### src/rtl/game_pkg.sv
// Shared definitions for the whack-a-mole game: defaults, round FSM states, bit counting.
package game_pkg;

    localparam int unsigned    NUM_MOLES = 8;
    localparam logic [7:0]     LFSR_SEED = 8'hA5;
    localparam logic [7:0]     LFSR_TAPS = 8'hB8;

    typedef enum logic [1:0] {
        StIdle,
        StRun,
        StTally
    } state_e;

    // Fixed 32-bit input so any mole count up to 32 can share one helper.
    function automatic logic [5:0] popcount(input logic [31:0] v);
        logic [5:0] cnt;
        cnt = '0;
        for (int i = 0; i < 32; i++) begin
            cnt = cnt + 6'(v[i]);
        end
        return cnt;
    endfunction

endpackage

### src/rtl/mole_round_engine_sw_sync.sv
// Switch front end: two-flop synchroniser plus previous-value register;
// toggle flags a change in either direction.
module sw_sync_edge #(
    parameter int unsigned WIDTH = 8
) (
    input  logic             clk,
    input  logic             rst_n,
    input  logic [WIDTH-1:0] sw,
    output logic [WIDTH-1:0] toggle
);

    logic [WIDTH-1:0] sync1_q;
    logic [WIDTH-1:0] sync2_q;
    logic [WIDTH-1:0] prev_q;

    always_ff @(posedge clk or negedge rst_n) begin
        if (!rst_n) begin
            sync1_q <= '0;
            sync2_q <= '0;
            prev_q  <= '0;
        end else begin
            sync1_q <= sw;
            sync2_q <= sync1_q;
            prev_q  <= sync2_q;
        end
    end

    assign toggle = sync2_q ^ prev_q;

endmodule

### src/rtl/mole_round_engine.sv
// Round engine: shows an LFSR mole pattern each round, classifies switch toggles
// as hits or misses, and emits the round's increments one clock after game_tick.
module mole_round_engine
    import game_pkg::state_e, game_pkg::StIdle, game_pkg::StRun, game_pkg::StTally,
           game_pkg::popcount;
#(
    parameter int unsigned              NUM_MOLES = game_pkg::NUM_MOLES,
    parameter int unsigned              INC_W     = 4,
    parameter logic [NUM_MOLES-1:0]     LFSR_SEED = game_pkg::LFSR_SEED,
    parameter logic [NUM_MOLES-1:0]     LFSR_TAPS = game_pkg::LFSR_TAPS
) (
    input  logic                 clk,
    input  logic                 rst_n,
    input  logic                 enable,
    input  logic                 game_tick,
    input  logic [NUM_MOLES-1:0] sw,
    output logic [NUM_MOLES-1:0] led,
    output logic [INC_W-1:0]     score_inc,
    output logic [INC_W-1:0]     miss_inc,
    output logic                 inc_valid
);

    // The LFSR is as wide as the mole field so each state maps directly onto a mask.
    function automatic logic [NUM_MOLES-1:0] lfsr_next(input logic [NUM_MOLES-1:0] cur);
        logic [NUM_MOLES-1:0] nxt;
        nxt = cur[0] ? ((cur >> 1) ^ LFSR_TAPS) : (cur >> 1);
        return (nxt == '0) ? LFSR_SEED : nxt;
    endfunction

    state_e               state_q, state_d;
    logic [NUM_MOLES-1:0] lfsr_q, lfsr_d;
    logic [NUM_MOLES-1:0] mole_q, mole_d;
    logic [NUM_MOLES-1:0] hit_q, hit_d;
    logic [INC_W-1:0]     miss_cnt_q, miss_cnt_d;
    logic [INC_W-1:0]     score_q, score_d;
    logic [INC_W-1:0]     miss_inc_q, miss_inc_d;

    logic [NUM_MOLES-1:0] toggle;
    logic [NUM_MOLES-1:0] hits;
    logic [NUM_MOLES-1:0] misses;
    logic [INC_W:0]       miss_sum;
    logic [INC_W-1:0]     miss_sat;

    sw_sync_edge #(
        .WIDTH (NUM_MOLES)
    ) u_sw_sync (
        .clk    (clk),
        .rst_n  (rst_n),
        .sw     (sw),
        .toggle (toggle)
    );

    always_ff @(posedge clk or negedge rst_n) begin
        if (!rst_n) begin
            state_q    <= StIdle;
            lfsr_q     <= LFSR_SEED;
            mole_q     <= '0;
            hit_q      <= '0;
            miss_cnt_q <= '0;
            score_q    <= '0;
            miss_inc_q <= '0;
        end else begin
            state_q    <= state_d;
            lfsr_q     <= lfsr_d;
            mole_q     <= mole_d;
            hit_q      <= hit_d;
            miss_cnt_q <= miss_cnt_d;
            score_q    <= score_d;
            miss_inc_q <= miss_inc_d;
        end
    end

    always_comb begin
        state_d    = state_q;
        lfsr_d     = lfsr_q;
        mole_d     = mole_q;
        hit_d      = hit_q;
        miss_cnt_d = miss_cnt_q;
        score_d    = score_q;
        miss_inc_d = miss_inc_q;

        // Re-toggling an already whacked mole lands in neither set.
        hits     = toggle & mole_q & ~hit_q;
        misses   = toggle & ~mole_q;
        miss_sum = {1'b0, miss_cnt_q} + (INC_W+1)'(popcount(32'(misses)));
        miss_sat = miss_sum[INC_W] ? '1 : miss_sum[INC_W-1:0];

        unique case (state_q)
            StIdle: begin
                if (enable) begin
                    mole_d     = lfsr_q;
                    lfsr_d     = lfsr_next(lfsr_q);
                    hit_d      = '0;
                    miss_cnt_d = '0;
                    state_d    = StRun;
                end
            end
            StRun: begin
                // A tick closes the round even if enable drops in the same cycle.
                if (game_tick) begin
                    score_d    = INC_W'(popcount(32'(hit_q | hits)));
                    miss_inc_d = miss_sat;
                    state_d    = StTally;
                end else if (!enable) begin
                    mole_d     = '0;
                    hit_d      = '0;
                    miss_cnt_d = '0;
                    state_d    = StIdle;
                end else begin
                    hit_d      = hit_q | hits;
                    miss_cnt_d = miss_sat;
                end
            end
            StTally: begin
                mole_d     = enable ? lfsr_q : '0;
                lfsr_d     = lfsr_next(lfsr_q);
                hit_d      = '0;
                miss_cnt_d = '0;
                state_d    = enable ? StRun : StIdle;
            end
            default: state_d = StIdle;
        endcase
    end

    assign led       = (state_q == StIdle) ? '0 : (mole_q & ~hit_q);
    assign inc_valid = (state_q == StTally);
    assign score_inc = score_q;
    assign miss_inc  = miss_inc_q;

endmodule

### config.mk
export PLATFORM = sky130hd
export DESIGN_NAME = mole_round_engine
export DESIGN_NICKNAME = d
export VERILOG_FILES = /design/src/rtl/game_pkg.sv /design/src/rtl/mole_round_engine_sw_sync.sv /design/src/rtl/mole_round_engine.sv
export SDC_FILE = /design/constraint.sdc
export NUM_CORES = 1
export LEC_CHECK = 0
export ABC_AREA = 1
export BUFFER_PORTS_ARGS = -buffer_cell sky130_fd_sc_hd__buf_4
export CAP_MARGIN = 20
export CELL_PAD_IN_SITES_DETAIL_PLACEMENT = 1
export CELL_PAD_IN_SITES_GLOBAL_PLACEMENT = 1
export CORE_UTILIZATION = 40
export DETAILED_ROUTE_END_ITERATION = 6
export GPL_ROUTABILITY_DRIVEN = 1
export PLACE_DENSITY_LB_ADDON = 0.1
export SYNTH_ARGS = -nofsm -noshare
export SYNTH_HDL_FRONTEND = slang
export SYNTH_SLANG_ARGS = --single-unit
### constraint.sdc
create_clock -name clk -period 3.4 [get_ports clk]
set_input_delay 0.68 -clock clk [delete_from_list [all_inputs] [get_ports clk]]
set_output_delay 0.68 -clock clk [all_outputs]
set_load 0.03 [all_outputs]
==> qor.txt, run 1 <==
Status -> finished, violations left
Failing checks -> setup timing
Share of layout cells above drive strength 1 -> 19.5%
Inserted Clock Buffers -> 9
Synth cell types -> 29
Period utilization -> 102%
Fin. Hold Viols -> 0
Setup TNS -> -480 ps
DP Area -> 0.00331 mm2
Reg2Reg Setup Slack -> -70 ps
Die width -> 88.2 um
Design Area, Final -> 0.00353 mm2
Mapped Nets -> 350
# setup viols final -> 9
LEAKAGE -> 0.00180 uW
Sequential-to-total area share from yosys stat -> 52.4%
MaxCap Viol Count -> 0
Pre-antenna DRT Iters -> 4
Root Buffer -> clkbuf_8
Endpoint class of the critical path -> register
Final wirelength -> 6430 um
Grt ovf -> 0
Routed Antenna Nets -> 0
Via count -> 2137
Fmax -> 0.288 GHz
Ports -> 29
Period minus WS final -> 3470 ps
Max_slew headroom -> 48.3%
Vias in the first global route -> 2277
CP Launch Type -> register
Die height -> 88.2 um
HP Class -> register to register
I/O Buffers -> 28
Area contributors post-synth -> dfrtp_1 (49%), nand2_1 (7.2%), inv_1 (6.4%)
Layout Utilization -> 49.0%
Critical Path Fanout Max -> 3
Layout Nets -> 388
Worst Setup EP -> miss_cnt_q[3]
Yosys warning count -> 0
Critical path arrival -> 3710 ps
Core area -> 0.00721 mm2
Pin slew with the least headroom to its limit -> 775 ps
Register Area -> 0.00156 mm2
Via/cell ratio -> 4.67
RSZ-0062 raised after global routing -> yes
First-pass GRT wire length -> 11000 um
#FFs+latches synth -> 62
Reg2reg start -> u_sw_sync.sync2_q[2]
Post-synth top area share -> 48.9%
CP Class -> register to register
Worst Setup Slack, final -> -73.2 ps
Reg-to-reg critical path endpoint -> miss_cnt_q[3]
Gr usage total -> 19.1%
Core Rows -> 31
Clk_lat worst skew -> 350 ps
Maximum VDD drop -> 356 uV
CTS tree -> done
Initial Utilization -> 41.2%
Largest net degree at the start of global routing -> 63
CP required -> 3640 ps
Post-synth top area cell -> dfrtp_1
DP Worst Slack -> -226 ps
DR DRC count -> 0
Fill cell count -> 869
H-tree Lvls -> 3
Max Slew Vio Count -> 0
WHS -> 352 ps
Commonest non-fill, non-tap cell in the layout -> dfrtp_1
Gate Count Post-Synth -> 316
Skew final -> 13.4 ps
Die area -> 0.00777 mm2
Final HPWL from detailed placement -> 4750 um
PwrDens -> 1030 mW/mm2
Syn avg cell area -> 9.40 um2
CTS Buffer Depth -> 2
Worst reg2reg path depth -> 15
Starting DRT DRC Count -> 36
DR WL/cell -> 14.0 um
Multi-input logic area -> 0.00123 mm2
Clock sinks -> 62
Antenna fix cells -> 0
GP Congestion -> 0.764
Most frequent cells in the layout -> dfrtp_1 (58), nand2_1 (57), inv_1 (50), nor2_1 (39), buf_4 (31)
CP startpoint -> u_sw_sync.sync2_q[2]
Initial antenna violation count -> 0
Layout area overhead -> 18.9%
Reg clk slew, reported paths -> 80 ps
Synth Cell Area -> 0.00297 mm2
==> worst min-delay path by stage <==
stage                                    start              endpoint  slack (ps)  cells past startpoint
after floorplan           u_sw_sync.sync1_q[0]  u_sw_sync.sync2_q[0]         330                      0
after global placement    u_sw_sync.sync1_q[4]  u_sw_sync.sync2_q[4]         330                      0
after detailed placement  u_sw_sync.sync1_q[5]  u_sw_sync.sync2_q[5]         340                      0
after CTS                 u_sw_sync.sync1_q[2]  u_sw_sync.sync2_q[2]         360                      0
after global routing      u_sw_sync.sync1_q[7]  u_sw_sync.sync2_q[7]         360                      0
final                     u_sw_sync.sync1_q[4]  u_sw_sync.sync2_q[4]         350                      0
==> area by class of cell <==
class	count	area share, %
flip-flops and latches	62	44.1
inverters	52	5.53
repair buffers	31	6.59
clock buffers	9	3.51
well taps	99	3.51
multi-input cells	198	34.8
clock inverters	7	2.05
==> cell usage after synthesis <==
cell and number:
xor2_1 1, inv_1 51, nor2_2 1, o21bai_1 1, a31oi_1 1, xnor2_1 8
a21oi_1 8, nand3_4 1, fa_1 9, clkbuf_1 1, buf_8 1, nor2_1 40
nand4_1 1, dfstp_2 4, o21ai_2 2, ha_1 13, inv_2 1, nor2_8 1
o21ai_0 23, dfrtp_1 58, o21ai_1 1, buf_2 2, nand2_4 1, o22ai_1 1
nand2_2 1, nand2_1 57, nand3_1 16, nor3_1 8, or2_2 3
==> kinds of logic (layout without fill, tap and decap cells) <==
family / count (synthesis) / in the layout / share of synthesized area, %
flip-flops: 62 / 62 / 52.4
XOR/XNOR: 9 / 9 / 2.65
buffers and inverters: 56 / 99 / 7.54
AND/OR/NAND/NOR: 130 / 130 / 19.2
AO/OA/AOI/OAI: 37 / 37 / 6.66
adder cells (fa/ha/maj): 22 / 22 / 11.5
==> sequential cells by signal (all words and copies together) (netlist names) <==
| signal | cells |
|---|---|
| u_sw_sync.sync2_q | 8 |
| hit_q | 8 |
| miss_inc | 4 |
| u_sw_sync.sync1_q | 8 |
| u_sw_sync.prev_q | 8 |
| miss_cnt_q | 4 |
| mole_q | 8 |
| score_inc | 4 |
| state_q | 2 |
| lfsr_q | 8 |
==> per-stage QoR <==
stage / power, uW / cells
after global placement: 2980 / 441
after floorplan: 2490 / 316
after detailed placement: 3020 / 441
after CTS: 3710 / 458
after global routing: 4040 / 458
final: 3650 / 458
==> power breakdown <==
group	internal (uW)	total [uW]	switching, uW
registers	953	1100	145
logic	710	1890	1180
clock network	339	657	318
total	2000	3650	1650
==> critical path: stages, from the launching register on <==
cell	delay (ps)
dfrtp_1	420
xnor2_2	160
nor2_1	90
fa_1	500
inv_1	50
fa_1	470
inv_1	50
fa_1	450
fa_2	360
fa_2	370
nand3_2	90
inv_2	40
nor2_4	120
nand3_2	80
nand2_1	70
nand2_1	50
==> what timing repair did <==
item	4_1_cts	5_1_grt
endpoints found under the hold margin	0	0
buffers inserted	1	0
setup endpoints to repair	10	10
cloned	0	0
pin swaps	2	0
gates resized for setup	5	0
hold buffers	0	0
==> routing by layer <==
layer	track usage, %	part of all wire (%)
met1	24.7	46
met2	31.5	50
met3	3.86	2.4
met4	7.04	1.3
met5	0	0
Note: power is estimated with default switching activity, not from simulation.
==> run 2, diff against run 1 <==
- MAX_ROUTING_LAYER: unset -> met4
- PLACE_DENSITY: unset -> 0.77
- PLACE_DENSITY_LB_ADDON: 0.1 -> unset
==> qor.txt, run 2 (synthesized netlist as in run 1, its figures left out) <==
Period minus WS final -> 3590 ps (was 3470 ps)
Fmax -> 0.278 GHz (was 0.288 GHz)
Routed Antenna Nets -> 0 (unchanged)
Final wirelength -> 6940 um (was 6430 um)
Max_slew headroom -> 47.9% (was 48.3%)
Grt ovf -> 0 (unchanged)
Period utilization -> 106% (was 102%)
Initial antenna violation count -> 0 (unchanged)
Reg2reg start -> u_sw_sync.sync2_q[2] (unchanged)
Core Rows -> 31 (unchanged)
Via/cell ratio -> 4.77 (was 4.67)
Gr usage total -> 20.7% (was 19.1%)
Clock sinks -> 62 (unchanged)
LEAKAGE -> 0.00181 uW (was 0.00180 uW)
Starting DRT DRC Count -> 99 (was 36)
Status -> finished, violations left (unchanged)
First-pass GRT wire length -> 11500 um (was 11000 um)
Vias in the first global route -> 2265 (was 2277)
Max Slew Vio Count -> 0 (unchanged)
RSZ-0062 raised after global routing -> yes (unchanged)
CP required -> 3630 ps (was 3640 ps)
Critical Path Fanout Max -> 3 (unchanged)
Die height -> 88.2 um (unchanged)
Reg clk slew, reported paths -> 70 ps (was 80 ps)
Worst min-delay path startpoint -> u_sw_sync.sync1_q[4] (unchanged)
Fin. Hold Viols -> 0 (unchanged)
Antenna fix cells -> 0 (unchanged)
DP Worst Slack -> -277 ps (was -226 ps)
CTS tree -> done (unchanged)
Largest net degree at the start of global routing -> 63 (unchanged)
Worst reg2reg path depth -> 15 (unchanged)
Pre-antenna DRT Iters -> 4 (unchanged)
Failing checks -> setup timing (unchanged)
DR WL/cell -> 15.1 um (was 14.0 um)
Endpoint class of the critical path -> register (unchanged)
Cells along the critical path -> xnor2_2, nor2_2, fa_1, inv_1, fa_1, inv_1, fa_1, fa_2, fa_2, nand3_2, inv_2, nor2_4, nand3_2, nand2_1, nand2_1 (was xnor2_2, nor2_1, fa_1, inv_1, fa_1, inv_1, fa_1, fa_2, fa_2, nand3_2, inv_2, nor2_4, nand3_2, nand2_1, nand2_1)
HP Class -> register to register (unchanged)
CTS Buffer Depth -> 2 (unchanged)
Layout area overhead -> 20.2% (was 18.9%)
Via count -> 2191 (was 2137)
Critical path arrival -> 3830 ps (was 3710 ps)
Die width -> 88.2 um (unchanged)
CP Launch Type -> register (unchanged)
Worst Setup Slack, final -> -194 ps (was -73.2 ps)
Skew final -> 6.49 ps (was 13.4 ps)
Most frequent cells in the layout -> dfrtp_1 (58), nand2_1 (57), inv_1 (48), nor2_1 (37), buf_4 (32) (was dfrtp_1 (58), nand2_1 (57), inv_1 (50), nor2_1 (39), buf_4 (31))
Maximum VDD drop -> 364 uV (was 356 uV)
H-tree Lvls -> 3 (unchanged)
DR DRC count -> 0 (unchanged)
Reg2Reg Setup Slack -> -190 ps (was -70 ps)
Layout Nets -> 389 (was 388)
MaxCap Viol Count -> 0 (unchanged)
Core area -> 0.00721 mm2 (unchanged)
Ports -> 29 (unchanged)
CP Class -> register to register (unchanged)
Worst path max stage delay -> 500 ps (about the same)
GP Congestion -> 0.771 (was 0.764)
Root Buffer -> clkbuf_8 (unchanged)
PwrDens -> 1070 mW/mm2 (was 1030 mW/mm2)
Setup TNS -> -1410 ps (was -480 ps)
Hold Path Sink -> u_sw_sync.sync2_q[4] (unchanged)
# setup viols final -> 8 (was 9)
Pin slew with the least headroom to its limit -> 781 ps (was 775 ps)
Initial Utilization -> 41.2% (unchanged)
Inserted Clock Buffers -> 9 (unchanged)
Final HPWL from detailed placement -> 4960 um (was 4750 um)
I/O Buffers -> 28 (unchanged)
Crit path top cell by count -> fa_1 (unchanged)
Clk_lat worst skew -> 340 ps (was 350 ps)
Slowest-stage cell, CP -> fa_1 (unchanged)
Hold Crit Depth -> 0 (unchanged)
Reg-to-reg critical path endpoint -> miss_cnt_q[2] (was miss_cnt_q[3])
Share of layout cells above drive strength 1 -> 21.9% (was 19.5%)
Die area -> 0.00777 mm2 (unchanged)
Commonest non-fill, non-tap cell in the layout -> dfrtp_1 (unchanged)
run 2: layout make-up:
cell class              count  area [um2]
fillers                   847        3640
flip-flops and latches     62        1560
multi-input cells         198        1250
repair buffers             32         240
inverters                  52         195
clock buffers              11         141
well taps                  99         124
clock inverters             5        58.8
run 2: worst max-delay path by stage:
stage               slack (ps)            end                 start
floorplan                  -20    miss_inc[3]  u_sw_sync.sync2_q[2]
global placement           -90    miss_inc[3]  u_sw_sync.sync2_q[2]
detailed placement        -280  miss_cnt_q[3]  u_sw_sync.sync2_q[2]
CTS                       -230  miss_cnt_q[3]  u_sw_sync.sync2_q[2]
global route              -380  miss_cnt_q[0]  u_sw_sync.sync2_q[2]
finish                    -190  miss_cnt_q[2]  u_sw_sync.sync2_q[2]
run 2: worst max-delay path, delay by kind of cell, from the launching register on:
kind,cells,cell delay [ps]
XOR/XNOR,1,220
adder cells (fa/ha/maj),5,2220
flip-flops,1,410
AND/OR/NAND/NOR,6,470
buffers and inverters,3,160
run 2: what timing repair did:
action	CTS	global route
setup endpoints to repair	10	10
resized for setup	4	13
pin swaps	3	12
setup buffers	2	1
cloned	0	0
hold buffers	0	0
run 2: routing by layer:
metal,global-route usage (%),wire length [um],up-vias
li1,-,-,1057
met1,28.1,3240,1086
met2,31.3,3390,37
met3,3.96,210,11
met4,7.04,93,0
met5,-,0,-
run 2: report_power, final:
part	switching [uW]	internal [uW]
registers	147	953
clock network	310	359
logic	1280	777
total	1740	2090
run 2: through the flow:
stage,hold WS (ps),cell area (um2),cells,util (%),total power (uW)
final,354,3570,459,49.5,3830
after global routing,371,3570,459,49.5,4170
after floorplan,331,2990,316,-,2490
after detailed placement,340,3300,440,45.8,3070
after global placement,333,3300,440,45.8,2950
after CTS,358,3540,458,49.1,3790
==> run 3, diff against run 2 <==
- SYNTH_HIERARCHICAL: unset -> 1
==> qor.txt, run 3 <==
Core area -> 0.00698 mm2 (was 0.00721 mm2)
Synth Cell Area -> 0.00296 mm2 (was 0.00297 mm2)
Number of synthesized flops with an enable pin -> 0 (unchanged)
WHS -> 349 ps (was 354 ps)
# setup viols final -> 8 (unchanged)
Count leader, synth -> nand2_1 (was dfrtp_1)
Commonest cells post-synth -> nand2_1 (64), dfrtp_1 (58), inv_1 (55), nor2_1 (30), o21ai_0 (19) (was dfrtp_1 (58), nand2_1 (57), inv_1 (51), nor2_1 (40), o21ai_0 (23))
Period minus WS final -> 3600 ps (was 3590 ps)
Ports -> 29 (unchanged)
Critical Path Fanout Max -> 4 (was 3)
Die area -> 0.00775 mm2 (was 0.00777 mm2)
Fin. Hold Viols -> 0 (unchanged)
Syn avg cell area -> 9.25 um2 (was 9.40 um2)
CP Launch Type -> register (unchanged)
Skew final -> 8.30 ps (was 6.49 ps)
H-tree Lvls -> 3 (unchanged)
PwrDens -> 1030 mW/mm2 (was 1070 mW/mm2)
#FFs+latches synth -> 62 (unchanged)
Core Rows -> 30 (was 31)
Root Buffer -> clkbuf_8 (unchanged)
CP required -> 3620 ps (was 3630 ps)
Initial antenna violation count -> 0 (unchanged)
Max Slew Vio Count -> 0 (unchanged)
MaxCap Viol Count -> 0 (unchanged)
Layout Nets -> 395 (was 389)
Reg clk slew, reported paths -> 70 ps (about the same)
Cts hold-fix bufs -> 0 (unchanged)
Layout area overhead -> 22.1% (was 20.2%)
LEAKAGE -> 0.00188 uW (was 0.00181 uW)
Via count -> 2228 (was 2191)
Area contributors post-synth -> dfrtp_1 (49%), nand2_1 (8.1%), inv_1 (7.0%) (was dfrtp_1 (49%), nand2_1 (7.2%), inv_1 (6.4%))
Met2 Routed Length -> 3420 um (was 3390 um)
Period utilization -> 106% (about the same)
Critical path arrival -> 3820 ps (was 3830 ps)
Largest net degree at the start of global routing -> 63 (unchanged)
RSZ-0062 raised after global routing -> yes (unchanged)
CTS tree -> done (unchanged)
Inserted Clock Buffers -> 9 (unchanged)
Via/cell ratio -> 4.82 (was 4.77)
Antenna fix cells -> 0 (unchanged)
Clock sinks -> 62 (unchanged)
GP Congestion -> 0.790 (was 0.771)
I/O Buffers -> 28 (unchanged)
Final HPWL from detailed placement -> 4750 um (was 4960 um)
Sequential-to-total area share from yosys stat -> 52.6% (was 52.4%)
Metal-1 WL -> 2960 um (was 3240 um)
Failing checks -> setup timing (unchanged)
Die width -> 88.0 um (was 88.2 um)
First-pass GRT wire length -> 11000 um (was 11500 um)
Gate Count Post-Synth -> 320 (was 316)
Gr usage total -> 20.3% (was 20.7%)
Synth Flop Type -> dfrtp_1 (unchanged)
Highest Signal Layer -> met4 (unchanged)
CTS Buffer Depth -> 2 (unchanged)
DP Area -> 0.00329 mm2 (was 0.00330 mm2)
FFs w/ async S/R, synth -> 100% (unchanged)
Maximum VDD drop -> 363 uV (was 364 uV)
Yosys warning count -> 6 (was 0)
Pin slew with the least headroom to its limit -> 800 ps (was 781 ps)
Initial Utilization -> 42.4% (was 41.2%)
Fmax -> 0.278 GHz (about the same)
CP Class -> register to register (unchanged)
Starting DRT DRC Count -> 85 (was 99)
HP Class -> register to register (unchanged)
Grt ovf -> 0 (unchanged)
Post-synth top area share -> 49.0% (was 48.9%)
Hold Crit Depth -> 0 (unchanged)
Die height -> 88.0 um (was 88.2 um)
DR DRC count -> 0 (unchanged)
Pre-antenna DRT Iters -> 4 (unchanged)
Worst Setup Slack, final -> -201 ps (was -194 ps)
Commonest non-fill, non-tap cell in the layout -> nand2_1 (was dfrtp_1)
Worst reg2reg path depth -> 17 (was 15)
Final wirelength -> 6700 um (was 6940 um)
DR WL met3 -> 217 um (was 210 um)
Post-synth top area cell -> dfrtp_1 (unchanged)
Design Area, Final -> 0.00361 mm2 (was 0.00357 mm2)
Vias in the first global route -> 2298 (was 2265)
Synth cell types -> 25 (was 29)
Status -> finished, violations left (unchanged)
DR WL/cell -> 14.5 um (was 15.1 um)
Endpoint class of the critical path -> register (unchanged)
Layout Utilization -> 51.7% (was 49.5%)
Share of layout cells above drive strength 1 -> 22.4% (was 21.9%)
Routed Antenna Nets -> 0 (unchanged)
Clk_lat worst skew -> 350 ps (was 340 ps)
Pwr Total -> 3710 uW (was 3830 uW)
Mapped Nets -> 354 (was 350)
Max_slew headroom -> 46.7% (was 47.9%)
Most frequent cells in the layout -> nand2_1 (62), dfrtp_1 (58), inv_1 (54), buf_4 (34), nor2_1 (26) (was dfrtp_1 (58), nand2_1 (57), inv_1 (48), nor2_1 (37), buf_4 (32))
## run 3: cell types whose count changed in the layout (fill, tap and decap cells not counted), moves of 3 or more
cell and change:
nand2_1 +5, clkbuf_8 +3, inv_1 +6, nor3_1 +7
a21oi_1 +5, nor2_1 -11, xnor2_1 -6, o21ai_0 -4
nand2_2 +3
## run 3: final timing paths
path	startpoint	endpoint	slack, ps
min in group asynchronous	rst_n	u_sw_sync/sync1_q[2]	420
worst max-delay path	u_sw_sync/prev_q[2]	miss_inc[0]	-200
worst min-delay path	u_sw_sync/sync1_q[1]	u_sw_sync/sync2_q[1]	350
worst max register to register	u_sw_sync/prev_q[2]	miss_inc[0]	-200
max in group asynchronous	rst_n	u_sw_sync/prev_q[3]	2450
worst min register to register	u_sw_sync/sync1_q[1]	u_sw_sync/sync2_q[1]	350
## run 3: power breakdown
| part | internal (uW) | switching, uW | total, uW |
|---|---|---|---|
| clock network | 419 | 284 | 703 |
| logic | 746 | 1150 | 1900 |
| registers | 951 | 155 | 1110 |
## run 3: per-layer routing
metal	track usage, %	up-vias
met1	23.9	1110
met5	-	-
met2	33.5	30
met3	5.47	9
li1	-	1079
met4	7.04	0
## run 3: cell families (layout without fill, tap and decap cells)
| group | after synthesis | after routing | synth area share [%] |
|---|---|---|---|
| simple gates | 131 | 131 | 19.3 |
| flops | 62 | 62 | 52.6 |
| buf+inv | 62 | 108 | 8.33 |
| compound gates | 41 | 41 | 7.57 |
| fa+ha+maj | 22 | 22 | 11.6 |
| xor+xnor | 2 | 2 | 0.592 |
## run 3: final cells by class
| cell class | count | area, um2 |
|---|---|---|
| Timing Repair Buffer | 35 | 267 |
| Tap cell | 96 | 120 |
| Clock inverter | 2 | 37.5 |
| Clock buffer | 14 | 183 |
| Fill cell | 820 | 3370 |
| Multi-Input combinational cell | 196 | 1230 |
| Inverter | 57 | 214 |
| Sequential cell | 62 | 1560 |
## run 3: what timing repair did
action	CTS	global route
setup buffers	1	4
resized for setup	11	12
pin swaps	9	9
endpoints found under the setup margin	10	10
hold endpoints to repair	0	0
## run 3: critical path, stage by stage, from the launching register on
cell and delay [ps]:
dfrtp_1 370, inv_1 50, nand2_1 70, nand2_2 50, inv_2 60, nor2_2 40, fa_1 490, inv_1 50
fa_1 480, inv_1 50, fa_1 450, fa_2 380, fa_2 420, nand3_2 110, nand3_4 90, buf_4 150
nor2_4 90, o21ai_1 70
## run 3: metrics by stage
| step | TNS [ps] | std cells | setup slack, ps |
|---|---|---|---|
| detailed placement | -1930 | 441 | -277 |
| CTS | -1960 | 458 | -259 |
| global placement | -495 | 441 | -94.1 |
| global route | -2910 | 462 | -354 |
| finish | -1460 | 462 | -201 |
| floorplan | 0 | 320 | 5.49 |
